`src/rtl/mold_udp_parser.sv`:
```
// rtl/mold_udp_parser.sv - MoldUDP64 over Ethernet/IPv4/UDP parser emitting ITCH message bytes
// Optional macro SEQ_GAP_DETECT_EN enables sequence gap and duplicate-frame detection.
module mold_udp_parser #(
  parameter logic [47:0] DEVICE_MAC_P = 48'h0,
  parameter logic [15:0] UDP_PORT_P   = 16'h0,
  parameter int unsigned MSG_LEN_W    = 16
) (
  input  logic        clkIn,
  input  logic        rstIn,
  input  logic [7:0]  dataIn,
  input  logic        dataValidIn,
  input  logic        dataErrIn,
  output logic [7:0]  itchDataOut,
  output logic        itchDataValidOut,
  output logic        itchSopOut,
  output logic        itchEopOut,
  output logic        itchErrOut,
  output logic        seqGapOut,
  output logic [63:0] expSeqOut,
  output logic        frameDropOut
);

  typedef enum logic [2:0] {IDLE, ETH, IP, UDP, MOLD, MSG_LEN, MSG_DATA, DROP} state_t;

  state_t               state_q;
  logic [4:0]           cnt_q;
  logic [7:0]           hi_q;
  logic [63:0]          seq_q;
  logic [63:0]          exp_seq_q;
  logic [15:0]          msg_left_q;
  logic [MSG_LEN_W-1:0] len_left_q;
  logic                 first_q;
  logic [7:0]           data_q;
  logic                 valid_q, sop_q, eop_q, err_q, gap_q, drop_q;
`ifdef SEQ_GAP_DETECT_EN
  logic                 seq_init_q;
`endif

  state_t               cur_d;
  logic [4:0]           idx_d;
  logic                 last_d, bad_d, dup_d, gap_d;
  logic [15:0]          pair_d;
  logic [MSG_LEN_W-1:0] len_d;
  logic [63:0]          new_exp_d;

  // The first byte of a frame arrives while still in IDLE and is parsed as ETH byte 0.
  assign cur_d     = (state_q == IDLE) ? ETH : state_q;
  assign idx_d     = (state_q == IDLE) ? 5'd0 : cnt_q;
  assign pair_d    = {hi_q, dataIn};
  assign len_d     = pair_d[MSG_LEN_W-1:0];
  assign new_exp_d = seq_q + {48'd0, pair_d};

`ifdef SEQ_GAP_DETECT_EN
  assign dup_d = seq_init_q && (seq_q < exp_seq_q);
  assign gap_d = seq_init_q && (seq_q > exp_seq_q);
`else
  assign dup_d = 1'b0;
  assign gap_d = 1'b0;
`endif

  always_comb begin
    last_d = 1'b1;
    bad_d  = 1'b0;
    case (cur_d)
      ETH: begin
        last_d = (idx_d == 5'd13);
        case (idx_d)
          5'd0:    bad_d = (dataIn != DEVICE_MAC_P[47:40]);
          5'd1:    bad_d = (dataIn != DEVICE_MAC_P[39:32]);
          5'd2:    bad_d = (dataIn != DEVICE_MAC_P[31:24]);
          5'd3:    bad_d = (dataIn != DEVICE_MAC_P[23:16]);
          5'd4:    bad_d = (dataIn != DEVICE_MAC_P[15:8]);
          5'd5:    bad_d = (dataIn != DEVICE_MAC_P[7:0]);
          5'd12:   bad_d = (dataIn != 8'h08);
          5'd13:   bad_d = (dataIn != 8'h00);
          default: bad_d = 1'b0;
        endcase
      end
      IP: begin
        last_d = (idx_d == 5'd19);
        if (idx_d == 5'd0)      bad_d = (dataIn != 8'h45);
        else if (idx_d == 5'd9) bad_d = (dataIn != 8'h11);
      end
      UDP: begin
        last_d = (idx_d == 5'd7);
        if (idx_d == 5'd2)      bad_d = (dataIn != UDP_PORT_P[15:8]);
        else if (idx_d == 5'd3) bad_d = (dataIn != UDP_PORT_P[7:0]);
      end
      MOLD:    last_d = (idx_d == 5'd19);
      MSG_LEN: last_d = (idx_d == 5'd1);
      default: last_d = 1'b1;
    endcase
  end

  always_ff @(posedge clkIn) begin
    if (rstIn) begin
      state_q    <= IDLE;
      cnt_q      <= '0;
      hi_q       <= '0;
      seq_q      <= '0;
      exp_seq_q  <= '0;
      msg_left_q <= '0;
      len_left_q <= '0;
      first_q    <= 1'b0;
      data_q     <= '0;
      valid_q    <= 1'b0;
      sop_q      <= 1'b0;
      eop_q      <= 1'b0;
      err_q      <= 1'b0;
      gap_q      <= 1'b0;
      drop_q     <= 1'b0;
`ifdef SEQ_GAP_DETECT_EN
      seq_init_q <= 1'b0;
`endif
    end else begin
      data_q  <= '0;
      valid_q <= 1'b0;
      sop_q   <= 1'b0;
      eop_q   <= 1'b0;
      err_q   <= 1'b0;
      gap_q   <= 1'b0;
      drop_q  <= 1'b0;
      if (!dataValidIn) begin
        // In MSG_LEN/MSG_DATA at least one message is always still outstanding.
        err_q   <= (state_q == MSG_LEN) || (state_q == MSG_DATA);
        state_q <= IDLE;
        cnt_q   <= '0;
      end else if (state_q == DROP) begin
        state_q <= DROP;
      end else if (dataErrIn) begin
        err_q   <= (state_q == MSG_DATA);
        drop_q  <= 1'b1;
        state_q <= DROP;
      end else begin
        hi_q  <= dataIn;
        cnt_q <= last_d ? 5'd0 : idx_d + 5'd1;
        case (cur_d)
          ETH, IP, UDP: begin
            if (bad_d) begin
              state_q <= DROP;
              drop_q  <= 1'b1;
            end else if (last_d) begin
              state_q <= (cur_d == ETH) ? IP : (cur_d == IP) ? UDP : MOLD;
            end else begin
              state_q <= cur_d;
            end
          end
          MOLD: begin
            if (idx_d >= 5'd10 && idx_d <= 5'd17) seq_q <= {seq_q[55:0], dataIn};
            if (last_d) begin
              if (dup_d) begin
                state_q <= DROP;
                drop_q  <= 1'b1;
              end else begin
                exp_seq_q  <= new_exp_d;
                gap_q      <= gap_d;
                msg_left_q <= pair_d;
`ifdef SEQ_GAP_DETECT_EN
                seq_init_q <= 1'b1;
`endif
                state_q    <= (pair_d == 16'd0) ? DROP : MSG_LEN;
              end
            end
          end
          MSG_LEN: begin
            if (last_d) begin
              if (len_d == '0) begin
                msg_left_q <= msg_left_q - 16'd1;
                state_q    <= (msg_left_q == 16'd1) ? DROP : MSG_LEN;
              end else begin
                len_left_q <= len_d;
                first_q    <= 1'b1;
                state_q    <= MSG_DATA;
              end
            end
          end
          MSG_DATA: begin
            data_q     <= dataIn;
            valid_q    <= 1'b1;
            sop_q      <= first_q;
            first_q    <= 1'b0;
            len_left_q <= len_left_q - MSG_LEN_W'(1);
            if (len_left_q == MSG_LEN_W'(1)) begin
              eop_q      <= 1'b1;
              msg_left_q <= msg_left_q - 16'd1;
              state_q    <= (msg_left_q == 16'd1) ? DROP : MSG_LEN;
            end
          end
          default: state_q <= DROP;
        endcase
      end
    end
  end

  assign itchDataOut      = data_q;
  assign itchDataValidOut = valid_q;
  assign itchSopOut       = sop_q;
  assign itchEopOut       = eop_q;
  assign itchErrOut       = err_q;
  assign seqGapOut        = gap_q;
  assign expSeqOut        = exp_seq_q;
  assign frameDropOut     = drop_q;

endmodule

```
`config.mk`:
```
export PLATFORM = sky130hd
export DESIGN_NAME = mold_udp_parser
export DESIGN_NICKNAME = d
export VERILOG_FILES = /design/src/rtl/mold_udp_parser.sv
export SDC_FILE = /design/constraint.sdc
export NUM_CORES = 1
export LEC_CHECK = 0
export ABC_AREA = 1
export BUFFER_PORTS_ARGS = -buffer_cell sky130_fd_sc_hd__buf_2
export CAP_MARGIN = 40
export CORE_ASPECT_RATIO = 1.25
export CORE_UTILIZATION = 31
export DETAILED_ROUTE_END_ITERATION = 8
export HOLD_SLACK_MARGIN = 0.02
export PLACE_DENSITY = 0.58
export SETUP_SLACK_MARGIN = 0.2
export SLEW_MARGIN = 20
export SYNTH_ARGS = -nofsm -noshare
export SYNTH_HDL_FRONTEND = slang
export SYNTH_SLANG_ARGS = --single-unit
```
`constraint.sdc`:
```
create_clock -name clkIn -period 4.4 [get_ports clkIn]
set_clock_uncertainty 0.15 [all_clocks]
set_input_delay 0 -clock clkIn [delete_from_list [all_inputs] [get_ports clkIn]]
set_output_delay 0 -clock clkIn [all_outputs]
set_load 0.02 [all_outputs]
```
==> flow_metrics.env, run 1 <==
export IMPL_seq_area_frac_synth_pct=35.81
export IMPL_via_count=10835
export IMPL_p_int_mw=2.672
export IMPL_cts_buffers=17
export IMPL_worst_setup_path_start_kind="register"
export IMPL_cellLeakagePower_nw=5.137
export IMPL_p_comb_share_pct=9.0
export IMPL_powerDensity_nw_per_um2=306.2
export IMPL_drt_iter0_markers=888
export IMPL_grt_overflow=0
export IMPL_setup_tns_final_ns=0
export IMPL_slew_headroom_pct=47.42
export IMPL_coreArea_sq_um=33690
export IMPL_numPortBuffers=88
export IMPL_vdd_drop_max_uv=255.1
export IMPL_status="finished, final reports clean"
export IMPL_end_kind="register"
export IMPL_finalHoldViolations=0
export IMPL_dieArea_sq_um=35010
export IMPL_fmax_ghz=0.3153
export IMPL_criticalPathCategory="register to register"
export IMPL_clkPwrFrac_pct=43.4
export IMPL_fin_ws_ns=1.229
export IMPL_clkLatencyLatePin_ns=0.46
export IMPL_placed_cells=2064
export IMPL_drv_slew=0
export IMPL_ys_warn_count=0
export IMPL_synth_area_sq_um=10620
export IMPL_synthCells=1605
export IMPL_postSynth_asyncResetShare_pct=0
export IMPL_start_util_pct=31.53
export IMPL_post_cts_setup_buffer_count=0
export IMPL_cts_resized=0
export IMPL_path_max_fanout=11
export IMPL_n_antenna_cell=0
export IMPL_path_clk_slew_ns=0.08
export IMPL_cts_max_path_buffers=2
export IMPL_yosysTopAreaCellShare_pct=35.81
export IMPL_htreeDepth=4
export IMPL_min_period_ns=3.171
export IMPL_final_cells=2110
export IMPL_avgViaCountPerCell=5.135
export IMPL_seqPwrFrac_pct=47.5
export IMPL_crit_arrival_ns=3.36
export IMPL_synthTopCellsByArea="dfxtp_1, nand2_1, o21ai_0, nor2_1, a21oi_1"
export IMPL_grt_pass1_vias=10355
export IMPL_ios=90
export IMPL_place_worst_setup_slack_ns=1.274
export IMPL_worstMarginPinSlew_ns=0.7886
export IMPL_hpwlAfterDp_microns=26440
export IMPL_die_y_microns=209.0
export IMPL_cp_required_ns=4.59
export IMPL_place_congestion=0.9521
export IMPL_ant_nets=0
export IMPL_die_w_microns=167.6
export IMPL_final_nets=1707
export IMPL_grt_pass1_wl_microns=55730
export IMPL_synthDistinctLibCells=50
export IMPL_synth_edf_count=0
export IMPL_rsz0062_at_grt="no"
export IMPL_grt_max_degree=83
export IMPL_wl_microns=35230
export IMPL_grt_usage_pct=20.31
export IMPL_layout_drive_gt1_share_pct=9.721
export IMPL_cap_violations=0
export IMPL_routedWlPerCell_microns=16.70
export IMPL_grt_antenna_before_repair=0
export IMPL_cts_tree="built"
export IMPL_avgSynthCellArea_sq_um=6.618
export IMPL_cts_root_buf="clkbuf_16"
export IMPL_hold_path_class="input port to register"
export IMPL_syn_nets=1638
export IMPL_ys_flop_type="dfxtp_1"
export IMPL_yosys_register_bits=190
export IMPL_yosysTopAreaCell="dfxtp_1"
export IMPL_nFillCells=3653
export IMPL_post_route_period_util_pct=72.07
export IMPL_area_growth_pct=14.24
export IMPL_swShare_pct=28.08
export IMPL_final_setup_viol_count=0
export IMPL_cts_sinks=190
export IMPL_p_switching_mw=1.043
export IMPL_dr_pass1_iters=6
export IMPL_whs_ns=0.2328
export IMPL_drc=0
export IMPL_post_route_util_pct=36.02
export IMPL_rows=75
==> synthesized netlist by cell type (2+ instances only) <==
cell type,count
nand2_1,317
nor2_1,236
dfxtp_1,190
o21ai_0,183
inv_1,158
a21oi_1,139
nand3_1,79
clkbuf_1,36
nand4_1,31
nor3_1,29
xor2_1,22
ha_1,20
xnor2_1,20
nor4_1,17
a31oi_1,15
o21ai_1,15
buf_2,14
nand3b_1,13
buf_6,8
nand2_2,5
nor2_4,5
o21bai_1,4
and3_1,3
buf_1,3
inv_2,3
nand3_2,3
o211ai_1,3
o21a_1,3
o31ai_1,3
or2_2,3
buf_4,2
clkinv_1,2
nand4_2,2
nor3b_1,2
o22ai_1,2
==> cells by family (layout without fill, tap and decap cells) <==
group | Yosys count | after routing | synth area share (%)
other | 1 | 1 | 0.03531
DFF | 190 | 190 | 35.81
and+or+nand+nor | 752 | 752 | 31.09
buffers and inverters | 228 | 310 | 8.894
xor gates and xnor gates | 42 | 42 | 3.463
adders and majority gates | 21 | 21 | 2.544
AOI/OAI and AO/OA | 371 | 371 | 18.16
==> worst paths after layout <==
check             slack, ns       endpoint  cells past startpoint      start
setup / recovery       1.23  expSeqOut[54]                     14   seq_q[0]
hold / removal         0.23   frameDropOut                      4  dataErrIn
hold reg to reg        0.30     itchSopOut                      2    first_q
setup reg to reg       1.23  expSeqOut[54]                     14   seq_q[0]
==> routing by layer <==
| layer | vias up | wire length [microns] | share of wire [%] | track usage (%) |
|---|---|---|---|---|
| li1 | 5442 | - | - | - |
| met1 | 5009 | 14460 | 41 | 23.49 |
| met2 | 309 | 17750 | 50 | 36.90 |
| met3 | 75 | 1490 | 4.2 | 2.424 |
| met4 | 0 | 1533 | 4.4 | 9.680 |
| met5 | - | 0 | 0 | 0 |
==> critical path: stages, from the launching register on <==
cell and delay, ns:
dfxtp_1 0.34, ha_1 0.18, inv_1 0.06, fa_1 0.39, nand3b_1 0.17, nand2_1 0.13
a21oi_1 0.15, o21ai_0 0.58, nand2_1 0.10, nand2_1 0.40, nand3_1 0.14, nand2_1 0.09
nand2_1 0.06, nor2_1 0.09, nor2_1 0.05
==> state kept, by name, summed over array words and instances, names as in the netlist <==
register / flops
state_q: 3
seq_q: 64
first_q: 1
frameDropOut: 1
cnt_q: 5
itchSopOut: 1
expSeqOut: 64
itchEopOut: 1
hi_q: 8
itchErrOut: 1
itchDataOut: 8
len_left_q: 16
msg_left_q: 16
itchDataValidOut: 1
==> power by group through the flow <==
stage               clock, mW  combinational (mW)  sequential (mW)
detailed placement          0               0.326             1.81
floorplan                   0               0.244             1.80
finish                   1.61               0.336             1.77
CTS                      1.65               0.336             1.77
global placement            0               0.322             1.81
global route             1.71               0.379             1.77
==> placed cells by master (no fill, tap or decap), types with 29 or more instances in the layout <==
master	Yosys	routed
a21oi_1	139	139
buf_2	14	88
dfxtp_1	190	190
inv_1	158	157
nand2_1	317	316
nand3_1	79	79
nand4_1	31	31
nor2_1	236	236
nor3_1	29	29
o21ai_0	183	183
==> metrics by stage <==
stage	total power, mW	instance area [sq um]
finish	3.715	12130
global route	3.862	12130
CTS	3.748	12110
detailed placement	2.133	11390
global placement	2.128	11340
floorplan	2.043	10620
==> timing repair <==
item | 4_1_cts | 5_1_grt
endpoints found under the setup margin | 0 | 0
hold buffers | 13 | 0
endpoints found under the hold margin | 51 | 0
==> cell type report <==
class / count / area, sq um / area share [%]
clock buffer: 18 / 439.2 / 3.619
timing repair buffer: 114 / 715.7 / 5.898
tap: 423 / 529.3 / 4.362
inverter: 164 / 620.6 / 5.114
sequential: 190 / 3804 / 31.35
clock inverter: 14 / 150.1 / 1.237
multi-input combinational: 1187 / 5876 / 48.42
No activity file was read; power rests on OpenSTA's default activity.
==> inputs of run 2 (changes only) <==
Settings changed: ABC_AREA 1 to 0.
Clock period 4.4 ns to 3.2 ns, I/O delays scaled along.
==> flow_metrics.env, run 2 <==
export IMPL_start_util_pct=31.55
export IMPL_drt_iter0_markers=518
export IMPL_path_max_fanout=4
export IMPL_final_nets=1402
export IMPL_power_mw=5.007
export IMPL_grt_usage_pct=17.85
export IMPL_status="finished, final reports clean"
export IMPL_htreeDepth=4
export IMPL_final_setup_viol_count=0
export IMPL_rows=72
export IMPL_p_switching_mw=1.201
export IMPL_fmax_ghz=0.3420
export IMPL_avgViaCountPerCell=5.232
export IMPL_synth_top_cells_by_count="nand2_1, dfxtp_1, a21oi_1"
export IMPL_powerDensity_nw_per_um2=424.5
export IMPL_hold_path_class="register to register"
export IMPL_ios=90
export IMPL_setup_tns_final_ns=0
export IMPL_criticalPathCategory="register to register"
export IMPL_synthMostInstantiatedCell="nand2_1"
export IMPL_path_clk_slew_ns=0.08
export IMPL_final_cell_area_sq_um=11800
export IMPL_vdd_drop_max_uv=278.5
export IMPL_dieArea_sq_um=32260
export IMPL_crit_arrival_ns=3.07
export IMPL_slew_headroom_pct=46.32
export IMPL_synth_edf_count=0
export IMPL_cts_sinks=190
export IMPL_post_route_period_util_pct=91.39
export IMPL_clkLatencyLatePin_ns=0.44
export IMPL_synth_area_sq_um=9777
export IMPL_ant_nets=0
export IMPL_drv_slew=0
export IMPL_nFillCells=3299
export IMPL_hpwlAfterDp_microns=19770
export IMPL_yosysTopAreaCell="dfxtp_1"
export IMPL_avgSynthCellArea_sq_um=7.620
export IMPL_grt_overflow=0
export IMPL_place_worst_setup_slack_ns=0.01055
export IMPL_grt_max_degree=170
export IMPL_synthDistinctLibCells=72
export IMPL_worst_setup_path_start_kind="register"
export IMPL_routedWlPerCell_microns=16.17
export IMPL_synthTopCellsByArea="dfxtp_1, nand2_1, a21oi_1, a211oi_1, xnor2_1"
export IMPL_wl_microns=28910
export IMPL_p_int_mw=3.806
export IMPL_die_y_microns=200.6
export IMPL_cts_max_path_buffers=2
export IMPL_seqPwrFrac_pct=47.9
export IMPL_worstMarginPinSlew_ns=0.8053
export IMPL_most_common_layout_cells="nand2_1, dfxtp_1, a21oi_1"
export IMPL_finalHoldViolations=0
export IMPL_via_count=9355
export IMPL_grt_pass1_vias=8785
export IMPL_layout_drive_gt1_share_pct=16.08
export IMPL_cts_buffers=17
export IMPL_coreArea_sq_um=30990
export IMPL_rsz0062_at_grt="yes"
export IMPL_dr_pass1_iters=5
export IMPL_place_congestion=0.8805
export IMPL_layout_commonest_cell="nand2_1"
export IMPL_clkPwrFrac_pct=45.6
export IMPL_yosysTopAreaCellShare_pct=38.90
export IMPL_ys_warn_count=0
export IMPL_cts_tree="built"
export IMPL_seq_area_frac_synth_pct=38.90
export IMPL_drc=0
export IMPL_die_w_microns=160.8
export IMPL_cp_required_ns=3.34
export IMPL_grt_pass1_wl_microns=46270
export IMPL_min_period_ns=2.924
export IMPL_grt_antenna_before_repair=0
export IMPL_ys_flop_type="dfxtp_1"
export IMPL_p_comb_share_pct=6.5
export IMPL_n_antenna_cell=0
export IMPL_cap_violations=0
export IMPL_cellLeakagePower_nw=4.049
export IMPL_numPortBuffers=88
export IMPL_end_kind="register"
export IMPL_yosys_register_bits=190
export IMPL_postSynth_asyncResetShare_pct=0
export IMPL_area_growth_pct=20.64
export IMPL_swShare_pct=23.99
export IMPL_cts_root_buf="clkbuf_16"
export IMPL_syn_nets=1316
export IMPL_whs_ns=0.3021
export IMPL_synthCells=1283
export IMPL_postPlaceCellArea_sq_um=10920
export IMPL_r2r_slack_ns=0.28
export IMPL_fin_ws_ns=0.2756
-- run 2: changes by cell type after synthesis, sizes merged, moves of 39 or more --
cell | before | now
o21ai | 199 | 54
nand2 | 324 | 255
a211oi | 1 | 69
nor2 | 243 | 102
inv | 162 | 32
nand3 | 83 | 34
clkbuf | 37 | 76
-- run 2: per-stage QoR --
step,cells,utilization (%)
after floorplan,1283,-
after global placement,1742,35.21
after detailed placement,1743,35.22
after CTS,1786,37.65
after global routing,1788,38.06
final,1788,38.06
-- run 2: what timing repair did --
item / CTS / global route
endpoints found under the hold margin: 57 / 0
gates cloned: 0 / 1
setup buffers: 0 / 1
setup endpoints to repair: 14 / 34
resized for setup: 5 / 23
hold buffers: 12 / 0
pin swaps: 0 / 2
-- run 2: layout make-up --
cell class | instances | area, sq um | share of cell area (%)
repair buffers | 160 | 1111 | 9.420
inverters | 32 | 120.1 | 1.018
multi-input cells | 968 | 5633 | 47.76
well taps | 407 | 509.2 | 4.317
clock inverters | 12 | 183.9 | 1.559
clock buffers | 19 | 432.9 | 3.670
flip-flops and latches | 190 | 3805 | 32.26
-- run 2: cell families (layout without fill, tap and decap cells) --
kind of cell	after synthesis	after routing	share of synthesized area, %
xor+xnor	56	56	5.017
compound gates	370	371	23.84
mux	2	2	0.2176
fa+ha+maj	21	21	2.764
simple gates	517	517	24.10
buf+inv	126	223	5.119
flops	190	190	38.90
other cells	1	1	0.03836
-- run 2: power by group through the flow --
stage	registers, mW	clock network (mW)	logic, mW
global route	2.40	2.44	0.357
floorplan	2.45	0	0.199
detailed placement	2.45	0	0.309
CTS	2.40	2.34	0.321
global placement	2.45	0	0.308
finish	2.40	2.28	0.325
-- run 2: layer usage --
metal  global-route usage, %  wire length [microns]  vias to the layer above
met1                   21.75                  12540                     4423
met2                   31.07                  14590                      207
met4                   6.806                    685                        0
met3                   3.017                   1102                       43
met5                       0                      0                        -
li1                        -                      -                     4682
-- run 2: worst max-delay path: stages, from the launching register on --
cell	delay, ns
dfxtp_1	0.35
ha_1	0.18
inv_1	0.06
fa_1	0.38
nand2b_4	0.17
a21o_4	0.25
a2111oi_4	0.34
buf_4	0.17
o21bai_2	0.11
a2111oi_4	0.37
xnor2_1	0.17
a211oi_2	0.08
-- run 2: final timing paths --
| check | from | to | cells after the start |
|---|---|---|---|
| max | seq_q[0] | expSeqOut[62] | 11 |
| min | expSeqOut[14] | expSeqOut[14] | 2 |
| max reg2reg | seq_q[0] | expSeqOut[62] | 11 |
| min reg2reg | expSeqOut[14] | expSeqOut[14] | 2 |
